<file path="config.mk">
export PLATFORM = sky130hd
export DESIGN_NAME = pc_seq_flat
export DESIGN_NICKNAME = d
export VERILOG_FILES = /design/src/rtl/pc_seq_if.sv /design/src/rtl/pc_seq.sv /design/src/flat_wrapper.sv
export SDC_FILE = /design/constraint.sdc
export NUM_CORES = 1
export LEC_CHECK = 0
export CAP_MARGIN = 25
export CORE_AREA = 8 8 179 181
export CTS_CLUSTER_DIAMETER = 60
export DETAILED_ROUTE_END_ITERATION = 8
export DIE_AREA = 0 0 187 189
export MAX_ROUTING_LAYER = met4
export PLACE_DENSITY = 0.87
export SYNTH_ARGS = -nofsm -noshare
export SYNTH_HDL_FRONTEND = slang
export SYNTH_SLANG_ARGS = --single-unit
</file>
<file path="constraint.sdc">
create_clock -name CLK -period 6.05 [get_ports CLK]
set_input_delay 1.21 -clock CLK [delete_from_list [all_inputs] [get_ports CLK]]
set_output_delay 1.21 -clock CLK [all_outputs]
set_load 0.02 [all_outputs]
</file>
<file path="src/rtl/pc_seq_if.sv">
// Request/response bundle between control logic and the PC sequencer.
// The master drives redirect requests and observes the fetch address and RAS status.
interface pc_seq_if #(
  parameter int unsigned ADDR_W    = 32,
  parameter int unsigned RAS_CNT_W = 4
);
  logic              stall;
  logic              trap;
  logic              jmpFlag;
  logic              callFlag;
  logic              retFlag;
  logic              branchFlag;
  logic              zeroFlag;
  logic              branchOnZero;
  logic [ADDR_W-1:0] jmpAddress;
  logic [ADDR_W-1:0] branchOffset;

  logic [ADDR_W-1:0]    addr;
  logic                 flush;
  logic [ADDR_W-1:0]    epc;
  logic [RAS_CNT_W-1:0] ras_count;
  logic                 ras_overflow;
  logic                 ras_underflow;

  modport master (
    output stall, trap, jmpFlag, callFlag, retFlag, branchFlag, zeroFlag, branchOnZero,
    output jmpAddress, branchOffset,
    input  addr, flush, epc, ras_count, ras_overflow, ras_underflow
  );

  modport slave (
    input  stall, trap, jmpFlag, callFlag, retFlag, branchFlag, zeroFlag, branchOnZero,
    input  jmpAddress, branchOffset,
    output addr, flush, epc, ras_count, ras_overflow, ras_underflow
  );
endinterface

</file>
<file path="src/rtl/pc_seq.sv">
// Program-counter sequencer: increment, jump/call, return, conditional branch and trap,
// with a circular return-address stack and a registered one-cycle flush after redirects.
module pc_seq #(
  parameter int unsigned ADDR_W      = 32,
  parameter int unsigned RESET_ADDR  = 1040,
  parameter int unsigned JMP_BASE    = 1040,
  parameter int unsigned INSTR_BYTES = 4,
  parameter int unsigned RAS_DEPTH   = 8,
  parameter int unsigned TRAP_VECTOR = 16
) (
  input logic        CLK,
  input logic        RST,
  pc_seq_if.slave    bus_io
);

  localparam int unsigned PtrW = (RAS_DEPTH > 1) ? $clog2(RAS_DEPTH) : 1;
  localparam int unsigned CntW = $clog2(RAS_DEPTH + 1);

  localparam logic [ADDR_W-1:0] ResetAddr  = ADDR_W'(RESET_ADDR);
  localparam logic [ADDR_W-1:0] JmpBase    = ADDR_W'(JMP_BASE);
  localparam logic [ADDR_W-1:0] InstrBytes = ADDR_W'(INSTR_BYTES);
  localparam logic [ADDR_W-1:0] TrapVector = ADDR_W'(TRAP_VECTOR);
  localparam logic [CntW-1:0]   RasFull    = CntW'(RAS_DEPTH);

  logic [ADDR_W-1:0] addr_q, addr_d;
  logic [ADDR_W-1:0] epc_q, epc_d;
  logic              flush_q, flush_d;
  logic [PtrW-1:0]   ptr_q, ptr_d;
  logic [CntW-1:0]   cnt_q, cnt_d;
  logic              ovf_q, ovf_d;
  logic              unf_q, unf_d;

  logic [ADDR_W-1:0] ras_q [RAS_DEPTH];
  logic              ras_we;
  logic [PtrW-1:0]   top_idx;
  logic [ADDR_W-1:0] seq_addr;
  logic              br_taken;

  // ptr_q is the next write slot; the top of stack sits one below it.
  assign top_idx  = ptr_q - PtrW'(1);
  assign seq_addr = addr_q + InstrBytes;
  assign br_taken = bus_io.branchFlag && (bus_io.zeroFlag == bus_io.branchOnZero);

  always_comb begin
    addr_d  = addr_q;
    epc_d   = epc_q;
    flush_d = 1'b0;
    ptr_d   = ptr_q;
    cnt_d   = cnt_q;
    ovf_d   = ovf_q;
    unf_d   = unf_q;
    ras_we  = 1'b0;

    if (bus_io.trap) begin
      addr_d  = TrapVector;
      epc_d   = addr_q;
      flush_d = 1'b1;
    end else if (bus_io.stall) begin
      addr_d = addr_q;
    end else if (bus_io.retFlag) begin
      if (cnt_q != '0) begin
        addr_d  = ras_q[top_idx];
        ptr_d   = top_idx;
        cnt_d   = cnt_q - CntW'(1);
        flush_d = 1'b1;
      end else begin
        addr_d = seq_addr;
        unf_d  = 1'b1;
      end
    end else if (bus_io.jmpFlag) begin
      addr_d  = bus_io.jmpAddress + JmpBase;
      flush_d = 1'b1;
      if (bus_io.callFlag) begin
        ras_we = 1'b1;
        ptr_d  = ptr_q + PtrW'(1);
        // When full the write slot holds the oldest link, so it is simply overwritten.
        if (cnt_q == RasFull) begin
          ovf_d = 1'b1;
        end else begin
          cnt_d = cnt_q + CntW'(1);
        end
      end
    end else if (br_taken) begin
      addr_d  = addr_q + bus_io.branchOffset + InstrBytes;
      flush_d = 1'b1;
    end else begin
      addr_d = seq_addr;
    end
  end

  always_ff @(posedge CLK) begin
    if (RST) begin
      addr_q  <= ResetAddr;
      epc_q   <= '0;
      flush_q <= 1'b0;
      ptr_q   <= '0;
      cnt_q   <= '0;
      ovf_q   <= 1'b0;
      unf_q   <= 1'b0;
    end else begin
      addr_q  <= addr_d;
      epc_q   <= epc_d;
      flush_q <= flush_d;
      ptr_q   <= ptr_d;
      cnt_q   <= cnt_d;
      ovf_q   <= ovf_d;
      unf_q   <= unf_d;
    end
  end

  // Stack storage needs no reset; entries are only read while cnt_q says they are valid.
  always_ff @(posedge CLK) begin
    if (!RST && ras_we) begin
      ras_q[ptr_q] <= seq_addr;
    end
  end

  assign bus_io.addr          = addr_q;
  assign bus_io.epc           = epc_q;
  assign bus_io.flush         = flush_q;
  assign bus_io.ras_count     = cnt_q;
  assign bus_io.ras_overflow  = ovf_q;
  assign bus_io.ras_underflow = unf_q;

endmodule

</file>
<file path="src/flat_wrapper.sv">
// flat-port wrapper written by rule: the top's interface ports become plain ports
module pc_seq_flat 
#(
  parameter int unsigned ADDR_W      = 32,
  parameter int unsigned RESET_ADDR  = 1040,
  parameter int unsigned JMP_BASE    = 1040,
  parameter int unsigned INSTR_BYTES = 4,
  parameter int unsigned RAS_DEPTH   = 8,
  parameter int unsigned TRAP_VECTOR = 16
)
  (CLK, RST, bus_io_stall, bus_io_trap, bus_io_jmpFlag, bus_io_callFlag, bus_io_retFlag, bus_io_branchFlag, bus_io_zeroFlag, bus_io_branchOnZero, bus_io_jmpAddress, bus_io_branchOffset, bus_io_addr, bus_io_flush, bus_io_epc, bus_io_ras_count, bus_io_ras_overflow, bus_io_ras_underflow);
  pc_seq_if #(.ADDR_W(ADDR_W), .RAS_CNT_W(4)) bus_io_i ();
  input logic CLK;
  input logic RST;
  input wire logic [$bits(bus_io_i.stall)-1:0] bus_io_stall;
  input wire logic [$bits(bus_io_i.trap)-1:0] bus_io_trap;
  input wire logic [$bits(bus_io_i.jmpFlag)-1:0] bus_io_jmpFlag;
  input wire logic [$bits(bus_io_i.callFlag)-1:0] bus_io_callFlag;
  input wire logic [$bits(bus_io_i.retFlag)-1:0] bus_io_retFlag;
  input wire logic [$bits(bus_io_i.branchFlag)-1:0] bus_io_branchFlag;
  input wire logic [$bits(bus_io_i.zeroFlag)-1:0] bus_io_zeroFlag;
  input wire logic [$bits(bus_io_i.branchOnZero)-1:0] bus_io_branchOnZero;
  input wire logic [$bits(bus_io_i.jmpAddress)-1:0] bus_io_jmpAddress;
  input wire logic [$bits(bus_io_i.branchOffset)-1:0] bus_io_branchOffset;
  output wire logic [$bits(bus_io_i.addr)-1:0] bus_io_addr;
  output wire logic [$bits(bus_io_i.flush)-1:0] bus_io_flush;
  output wire logic [$bits(bus_io_i.epc)-1:0] bus_io_epc;
  output wire logic [$bits(bus_io_i.ras_count)-1:0] bus_io_ras_count;
  output wire logic [$bits(bus_io_i.ras_overflow)-1:0] bus_io_ras_overflow;
  output wire logic [$bits(bus_io_i.ras_underflow)-1:0] bus_io_ras_underflow;
  assign bus_io_i.stall = bus_io_stall;
  assign bus_io_i.trap = bus_io_trap;
  assign bus_io_i.jmpFlag = bus_io_jmpFlag;
  assign bus_io_i.callFlag = bus_io_callFlag;
  assign bus_io_i.retFlag = bus_io_retFlag;
  assign bus_io_i.branchFlag = bus_io_branchFlag;
  assign bus_io_i.zeroFlag = bus_io_zeroFlag;
  assign bus_io_i.branchOnZero = bus_io_branchOnZero;
  assign bus_io_i.jmpAddress = bus_io_jmpAddress;
  assign bus_io_i.branchOffset = bus_io_branchOffset;
  assign bus_io_addr = bus_io_i.addr;
  assign bus_io_flush = bus_io_i.flush;
  assign bus_io_epc = bus_io_i.epc;
  assign bus_io_ras_count = bus_io_i.ras_count;
  assign bus_io_ras_overflow = bus_io_i.ras_overflow;
  assign bus_io_ras_underflow = bus_io_i.ras_underflow;
  pc_seq #(.ADDR_W(ADDR_W), .RESET_ADDR(RESET_ADDR), .JMP_BASE(JMP_BASE), .INSTR_BYTES(INSTR_BYTES), .RAS_DEPTH(RAS_DEPTH), .TRAP_VECTOR(TRAP_VECTOR)) u_core (.CLK(CLK), .RST(RST), .bus_io(bus_io_i));
endmodule
</file>
==> results of run 1 <==
[power groups by stage]
stage	Combinational [W]	Sequential, W	Clock [W]
after floorplan	0.000364	0.00254	0
after global placement	0.000588	0.00253	0
after detailed placement	0.000604	0.00253	0
after CTS	0.000613	0.00249	0.00217
after global routing	0.000667	0.00249	0.00226
final	0.000628	0.00249	0.00216
[kinds of logic after synthesis]
group,after synthesis,share of synthesized area
AO/OA/AOI/OAI,243,0.0963
adder cells (fa/ha/maj),69,0.0526
AND/OR/NAND/NOR,401,0.114
flip-flops,330,0.549
buffers and inverters,98,0.0249
XOR/XNOR,84,0.0458
multiplexers,115,0.117
[tightest hold or removal path, stage by stage (launching register included)]
cell and delay (ps):
dfxtp_1 320, mux2i_1 60, nor2_1 70
[metal layers]
metal  up-vias  global-route usage
met5         -                   -
met4         0               0.122
met3       200              0.0679
met2       958               0.441
met1      6096               0.323
li1       5360                   -
[worst paths after layout]
check                      endpoint  slack (ps)  cells after the start
min            u_core.bus_io.epc[7]         490                      2
max          u_core.bus_io.addr[29]        2070                     14
min reg2reg    u_core.bus_io.epc[7]         490                      2
max reg2reg  u_core.bus_io.addr[30]        2440                     13
[cell usage after synthesis, types with 18 or more instances]
| library cell | count | share of area |
|---|---|---|
| nand2_1 | 124 | 0.028 |
| clkbuf_1 | 44 | 0.0099 |
| nor2_1 | 135 | 0.030 |
| xnor2_1 | 48 | 0.025 |
| a21oi_1 | 59 | 0.018 |
| xor2_1 | 32 | 0.017 |
| ha_1 | 67 | 0.050 |
| o21ai_0 | 52 | 0.016 |
| inv_1 | 27 | 0.0061 |
| edfxtp_1 | 256 | 0.46 |
| nand4_1 | 20 | 0.0075 |
| dfxtp_1 | 74 | 0.089 |
| a31oi_1 | 18 | 0.0067 |
| mux2i_1 | 47 | 0.028 |
| mux4_2 | 64 | 0.086 |
| nand3_1 | 36 | 0.011 |
[state kept, by name, indices dropped and copies added (netlist names), named ones only]
register                     count
u_core.bus_io.flush              1
u_core.bus_io.ras_count          4
u_core.bus_io.ras_underflow      1
u_core.ptr_q                     3
u_core.bus_io.ras_overflow       1
u_core.ras_q                   256
u_core.bus_io.addr              30
u_core.bus_io.epc               32
[through the flow]
step | instances | hold slack (ps) | setup slack (ps)
floorplan | 1340 | 541 | 1330
global placement | 1830 | 464 | 1720
detailed placement | 1830 | 467 | 1610
CTS | 1893 | 496 | 2150
global route | 1896 | 515 | 1940
finish | 1896 | 491 | 2070
[area by class of cell]
| class | count | area (um^2) | area share |
|---|---|---|---|
| multi-input combinational | 912 | 7180 | 0.363 |
| timing repair buffer | 173 | 1690 | 0.0856 |
| inverter | 27 | 101 | 0.00512 |
| antenna | 1 | 2.50 | 0.000126 |
| tap | 390 | 488 | 0.0247 |
| clock buffer | 39 | 912 | 0.0461 |
| sequential | 330 | 9170 | 0.463 |
| clock inverter | 24 | 246 | 0.0125 |
==> impl_metrics.toml, run 1 <==
[status]
outcome = "finished, final reports clean"

[power]
power.internal_w = 0.00394
p_per_area_nw_per_um2 = 266
finalPower_w = 0.00527
p_leak_nw = 7.13
p_comb_frac = 0.119
power.switching_w = 0.00133
seq_power_share = 0.472
ir_worst_vdd_mv = 0.318
switching_share = 0.252
clkPwrFrac = 0.409

[global_routing]
grt_antenna_before_repair = 1
overflow = 0
grt_pass1_vias = 12439
grt_use_total = 0.273
grt_pass1_wl_um = 72800
grt_max_degree = 51

[cts]
cts_setup_buffers = 0
clkTransAtPathRegs_ps = 60
clockBufferDepth = 3
hold_buffers = 0
cts_buffers = 36
cts_max_level = 2
clkSinkCount = 330
clk_latency_ps = 540
clockRootBuffer = "clkbuf_16"
cts.repair.resized = 0
cts_tree = "yes"

[finish]
final_area_um2 = 19800
fillers = 1989
drive_above_1_share = 0.132
syn2layout_area_growth_pct = 18.5
layout.nets = 1623
layout_common_cells = "edfxtp_1 (256), clkdlybuf4s50_1 (142), nor2_1 (129)"
layout_commonest_cell = "edfxtp_1"
fin_util = 0.677

[worst_setup_path]
cp_slowest_cell = "clkdlybuf4s50_1"
worstSetupEndpointType = "flop"
arrival_ps = 4410
crit_buf_inv = 2
cp_data_required_time_ps = 6480
worstPathMaxFanout = 3
crit_start = "bus_io_branchOffset[1]"
worstSetupPathType = "in -> reg"
crit_family = "adder cells"
path_cells = "clkdlybuf4s50_1, ha_1, ha_1, inv_1, fa_1, nor2b_1, o211ai_1, a21boi_1, nor2_2, o21a_1, nand2b_1, mux2i_1, nand3_1, and4bb_1"
crit_path_max_incr_delay_ps = 420
crit_top_cell = "ha_1"
reg2reg_from = "u_core.bus_io.addr[2]"
start_kind = "primary input"

[route]
vias_per_cell = 6.65
drc_errors = 0
wl_met2_um = 23300
wl_met1_um = 17400
routedWlPerCell_um = 25.6
drt.antenna.violating_nets = 0
first_pass_iters = 6
vias = 12614
wl_met3_um = 5550
routed.top_layer = "met4"
drtIter0Drc = 1451
wirelength_um = 48600

[run]
max_cap_viol_count = 0

[floorplan]
die_h_um = 189
pin_count = 145
coreArea_um2 = 29200
rows = 63
start_util = 0.571
dieArea_um2 = 35300
fp.dieW_um = 187

[yosys]
synth_edf_count = 256
syn-num-nets = 1483
yosysWarnings = 0
syn_area_per_cell_um2 = 12.5
synth_cells = 1340
ys.flop_type = "edfxtp_1"
synth_area_um2 = 16700
synth_seq_area_share = 0.549
ys_ff_latch = 330
async_flop_share = 0
synth_cell_types = 77

[timing]
slew_viol_final = 0
finalSetupViolCount = 0
tightest_slew_ps = 1010
setup_tns_ps = 0
rsz0062_at_grt = "no"
period_needed_ps = 3980
post-route-period-util = 0.658
max_freq_mhz = 251
hold_violations = 0
clock_skew_ps = 18.6
slew_headroom = 0.325

[placed_design]
hpwl_um = 31800
place_area_um2 = 18600
gp_congestion = 0.996
portBuffers = 144

[hold_path]
worstHoldStart = "u_core.bus_io.epc[7]"
min_path_type = "reg -> reg"
No activity file was read; power rests on OpenSTA's default activity.
==> run 2: changes to the inputs <==
--- a/config.mk
+++ b/config.mk
@@ -6,12 +6,12 @@
 export NUM_CORES = 1
 export LEC_CHECK = 0
 export CAP_MARGIN = 25
-export CORE_AREA = 8 8 179 181
+export CORE_AREA = 8 8 187 189
 export CTS_CLUSTER_DIAMETER = 60
 export DETAILED_ROUTE_END_ITERATION = 8
-export DIE_AREA = 0 0 187 189
+export DIE_AREA = 0 0 195 197
 export MAX_ROUTING_LAYER = met4
-export PLACE_DENSITY = 0.87
+export PLACE_DENSITY = 0.84
 export SYNTH_ARGS = -nofsm -noshare
 export SYNTH_HDL_FRONTEND = slang
 export SYNTH_SLANG_ARGS = --single-unit
==> constraint.sdc (replaced) <==
create_clock -name CLK -period 3.34 [get_ports CLK]
set_input_delay 0.668 -clock CLK [delete_from_list [all_inputs] [get_ports CLK]]
set_output_delay 0.668 -clock CLK [all_outputs]
set_load 0.02 [all_outputs]
==> run 2 against run 1 <==
  * Critical endpoint is now u_core.bus_io.addr[31]
  * Sequential cell count unchanged
  * Combinational power is 100% higher
  * Hold slack worse by 34 ps
  * Largest power group unchanged
==> impl_metrics.toml, run 2 (synthesis gave the netlist of run 1 again) <==
[status]
outcome = "finished, final reports clean"

[cts]
cts_buffers = 37
clkTransAtPathRegs_ps = 60
clkSinkCount = 330
clockBufferDepth = 3
clockRootBuffer = "clkbuf_16"
cts_tree = "yes"
cts_max_level = 2
hold_buffers = 0
clk_latency_ps = 550

[route]
vias = 12887
wl_met2_um = 23700
drt.antenna.violating_nets = 0
vias_per_cell = 6.40
routed.top_layer = "met4"
wirelength_um = 50100
first_pass_iters = 8
wl_met3_um = 5430
drc_errors = 0
routedWlPerCell_um = 24.9
wl_met1_um = 18800
drtIter0Drc = 1723

[timing]
fin_ws_ps = 117
period_needed_ps = 3220
max_freq_mhz = 310
hold_violations = 0
clock_skew_ps = 22.1
finalSetupViolCount = 0
slew_headroom = 0.323
tightest_slew_ps = 1010
slew_viol_final = 0
rsz0062_at_grt = "no"
post-route-period-util = 0.965

[finish]
layout_common_cells = "edfxtp_1 (256), clkdlybuf4s50_1 (142), nor2_1 (129)"
layout_commonest_cell = "edfxtp_1"
stdcell_count = 2014
largest_reg_flops = 256
fillers = 2297
largest_register = "u_core.ras_q"
drive_above_1_share = 0.186
fin_util = 0.643
final_area_um2 = 20600
layout.nets = 1719
syn2layout_area_growth_pct = 23.4

[global_routing]
grt_max_degree = 68
overflow = 0
grt_use_total = 0.263
grt_pass1_wl_um = 75900
grt_pass1_vias = 13103
grt_antenna_before_repair = 1

[hold_path]
min_path_type = "in -> reg"

[placed_design]
hpwl_um = 34300
portBuffers = 144
place_area_um2 = 19400
gp_congestion = 0.946
dp_cells = 1945
preCtsSetupSlack_ps = -387

[floorplan]
dieArea_um2 = 38400
die_h_um = 197
start_util = 0.521
pin_count = 145
rows = 66
coreArea_um2 = 32000
fp.dieW_um = 195

[worst_setup_path]
crit_family = "adder cells"
worstSetupEndpointType = "flop"
crit_top_cell = "ha_1"
worstSetupPathType = "in -> reg"
worstPathMaxFanout = 3
crit_buf_inv = 3
start_kind = "primary input"
cp_data_required_time_ps = 3760
cp_slowest_cell = "clkdlybuf4s50_1"
crit_path_max_incr_delay_ps = 430
arrival_ps = 3650
path_cells = "clkdlybuf4s50_1, ha_1, ha_1, inv_1, fa_1, nor2b_2, o211ai_1, a21boi_1, buf_4, nor2_2, o21a_2, nor4_1, o31ai_1, mux2i_1, o21ai_1"

[power]
p_per_area_nw_per_um2 = 470
ir_worst_vdd_mv = 0.400
p_leak_nw = 7.63
finalPower_w = 0.00968

[run]
max_cap_viol_count = 0
## run 2: timing repair
item | in CTS | in global routing
resized for setup | 0 | 4
endpoints found under the setup margin | 0 | 6
buffers inserted | 0 | 0
endpoints found under the hold margin | 0 | 0
## run 2: final timing paths
path              cells past startpoint              startpoint  slack, ps                     end
setup / recovery                     15  bus_io_branchOffset[1]        120  u_core.bus_io.addr[31]
hold reg to reg                       2   u_core.bus_io.epc[27]        490   u_core.bus_io.epc[27]
setup reg to reg                      9  u_core.bus_io.addr[10]        230  u_core.bus_io.addr[30]
hold / removal                        3             bus_io_trap        460     u_core.bus_io.flush
## run 2: through the flow
| stage | TNS [ps] | hold slack (ps) |
|---|---|---|
| final | 0 | 457 |
| after global routing | 0 | 465 |
| after CTS | 0 | 438 |
| after detailed placement | -5400 | 478 |
| after global placement | -3940 | 463 |
| after floorplan | 0 | 546 |
## run 2: area by class of cell
class	instances	area [um^2]	share of cell area
clock buffer	47	983	0.0477
inverter	27	101	0.00492
sequential	330	9170	0.445
tap	408	510	0.0248
timing repair buffer	268	2450	0.119
clock inverter	21	198	0.00959
antenna	1	2.50	0.000121
multi-input combinational	912	7190	0.349
## run 2: report_power, final
group / leakage (nW) / internal (W) / switching, W
Combinational: 4.08 / 0.000545 / 0.000725
Clock: 0.571 / 0.00221 / 0.00172
Sequential: 2.98 / 0.00444 / 0.0000407
## run 2: metal layers
metal | up-vias | track usage
met3 | 184 | 0.0536
met4 | 0 | 0.108
met1 | 6222 | 0.321
li1 | 5554 | -
met2 | 927 | 0.426
met5 | - | -
## run 2: worst reg2reg max path, stage by stage (launching register included)
cell	delay, ps
dfxtp_1	540
and3_1	330
nand4_1	220
nor4_4	500
nand3_2	150
xnor2_2	280
o211ai_1	350
nand4_1	200
mux2_2	300
o211a_1	120
==> run 3: changes to the inputs <==
--- a/config.mk
+++ b/config.mk
@@ -6,10 +6,11 @@
 export NUM_CORES = 1
 export LEC_CHECK = 0
 export CAP_MARGIN = 25
-export CORE_AREA = 8 8 187 189
+export CORE_AREA = 8 8 179 181
 export CTS_CLUSTER_DIAMETER = 60
 export DETAILED_ROUTE_END_ITERATION = 8
-export DIE_AREA = 0 0 195 197
+export DIE_AREA = 0 0 187 189
+export DONT_BUFFER_PORTS = 1
 export MAX_ROUTING_LAYER = met4
 export PLACE_DENSITY = 0.84
 export SYNTH_ARGS = -nofsm -noshare
==> run 3 against run 2 <==
  * Non-clock buffer count decreased by 182
  * Largest cell class unchanged
  * Register-to-register slack got worse by 170 ps
  * Clock-buffer cell count shrank 2
  * Largest power group unchanged
  * Critical path depth fell by 1
  * Fmax decreased by 1.7%
==> impl_metrics.toml, run 3 (synthesis gave the netlist of run 1 again) <==
[power]
p_leak_nw = 6.90
finalPower_w = 0.00945
ir_worst_vdd_mv = 0.582
p_per_area_nw_per_um2 = 502

[timing]
post-route-period-util = 0.982
max_freq_mhz = 305
slew_headroom = 0.358
period_needed_ps = 3280
clock_skew_ps = 15.5
tightest_slew_ps = 957
hold_violations = 0
slew_viol_final = 0
hold_slack_ps = 203
finalSetupViolCount = 0

[worst_setup_path]
endpoint = "u_core.bus_io.addr[28]"
r2r_end = "u_core.bus_io.addr[28]"
worstSetupEndpointType = "flop"
start_kind = "flop"
worstPathMaxFanout = 9
reg2reg_from = "u_core.bus_io.addr[2]"
cp_data_required_time_ps = 3750
crit_start = "u_core.bus_io.addr[2]"
rrSetupSlack_ps = 60
arrival_ps = 3690
worstSetupPathType = "reg -> reg"
reg2regPathDepth = 14

[run]
max_cap_viol_count = 0

[placed_design]
hpwl_um = 31900
place_area_um2 = 17700
gp_congestion = 0.960
portBuffers = 0
dp_cells = 1745

[floorplan]
pin_count = 145
start_util = 0.571
coreArea_um2 = 29200
fp.dieW_um = 187
rows = 63
dieArea_um2 = 35300
die_h_um = 189

[finish]
layout_commonest_cell = "edfxtp_1"
syn2layout_area_growth_pct = 12.8
layout_common_cells = "edfxtp_1 (256), nor2_1 (129), nand2_1 (124)"
largest_reg_flops = 256
final_area_um2 = 18800
fin_util = 0.644
largest_register = "u_core.ras_q"
stdcell_count = 1808
layout.nets = 1534
drive_above_1_share = 0.179

[cts]
cts_buffers = 34
cts_setup_buffers = 0
clkTransAtPathRegs_ps = 60
clk_latency_ps = 530
cts_max_level = 2
clockRootBuffer = "clkbuf_16"
cts_tree = "yes"
clockBufferDepth = 3
clkSinkCount = 330

[global_routing]
grt_use_total = 0.269
grt_pass1_vias = 11774
grt_max_degree = 68
overflow = 0
grt_pass1_wl_um = 71400
grt_antenna_before_repair = 1

[route]
wirelength_um = 47800
routed.top_layer = "met4"
drc_errors = 0
wl_met3_um = 5970
wl_met2_um = 22500
drt.antenna.violating_nets = 0
routedWlPerCell_um = 26.4
drtIter0Drc = 1631
wl_met1_um = 17400
first_pass_iters = 6
vias_per_cell = 6.73
vias = 12165

[hold_path]
min_path_type = "in -> reg"

[status]
outcome = "finished, final reports clean"
==> run 3: cell types whose count changed in the layout (fill, tap and decap cells not counted), sizes merged <==
cell | before | now
clkinv | 14 | 8
inv | 31 | 30
bufinv | 1 | 4
clkdlybuf4s50 | 142 | 0
buf | 126 | 86
clkbuf | 47 | 45
==> run 3: metrics by stage <==
stage | TNS [ps] | setup slack, ps
after global routing | -21.6 | -21.6
after floorplan | 0 | 8.96
after CTS | 0 | 85.4
after global placement | 0 | 58.2
after detailed placement | 0 | 42.1
final | 0 | 60.4
==> run 3: how the worst min path moves through the flow <==
| stage | startpoint | endpoint | slack (ps) | depth (start not counted) |
|---|---|---|---|---|
| 6_report | RST | u_core.bus_io.ras_count[3] | 200 | 1 |
| 5_1_grt | RST | u_core.ptr_q[0] | 200 | 1 |
| 4_1_cts | RST | u_core.bus_io.ras_count[3] | 200 | 1 |
| 3_5_place_dp | u_core.bus_io.ras_overflow | u_core.bus_io.ras_overflow | 580 | 2 |
| 3_3_place_gp | u_core.bus_io.ras_overflow | u_core.bus_io.ras_overflow | 580 | 2 |
| 2_1_floorplan | u_core.bus_io.ras_overflow | u_core.bus_io.ras_overflow | 550 | 2 |
==> run 3: layer usage <==
layer	up-vias	global-route usage
li1	5188	-
met1	5903	0.332
met2	915	0.420
met3	159	0.0705
met4	0	0.113
met5	-	-
==> run 3: worst max-delay path: stages, from the launching register on <==
cell and delay [ps]:
dfxtp_1 350, inv_1 200, ha_1 410, inv_1 80
ha_1 300, a21o_1 160, nand4_1 150, a311oi_2 370
o21ai_1 250, nand2_1 160, a21oi_1 80, buf_4 150
a21o_1 180, nor4_1 240, a311oi_2 80
==> run 3: layout make-up <==
type | count | area [um^2]
Fill cell | 2039 | 10400
Sequential cell | 330 | 9170
Multi-Input combinational cell | 912 | 7190
Clock buffer | 45 | 942
Timing Repair Buffer | 86 | 733
Tap cell | 390 | 488
Clock inverter | 17 | 209
Inverter | 27 | 101
Antenna cell | 1 | 2.50
==> run 3: repair_timing <==
action	in CTS	in global routing
setup endpoints to repair	0	4
hold buffers	0	0
resized for setup	0	2
==> run 3: report_power, final <==
part	internal [W]	total, W	switching (W)
Clock	0.00232	0.00396	0.00165
Combinational	0.000379	0.000997	0.000618
Sequential	0.00444	0.00449	0.0000481
Total	0.00713	0.00945	0.00231
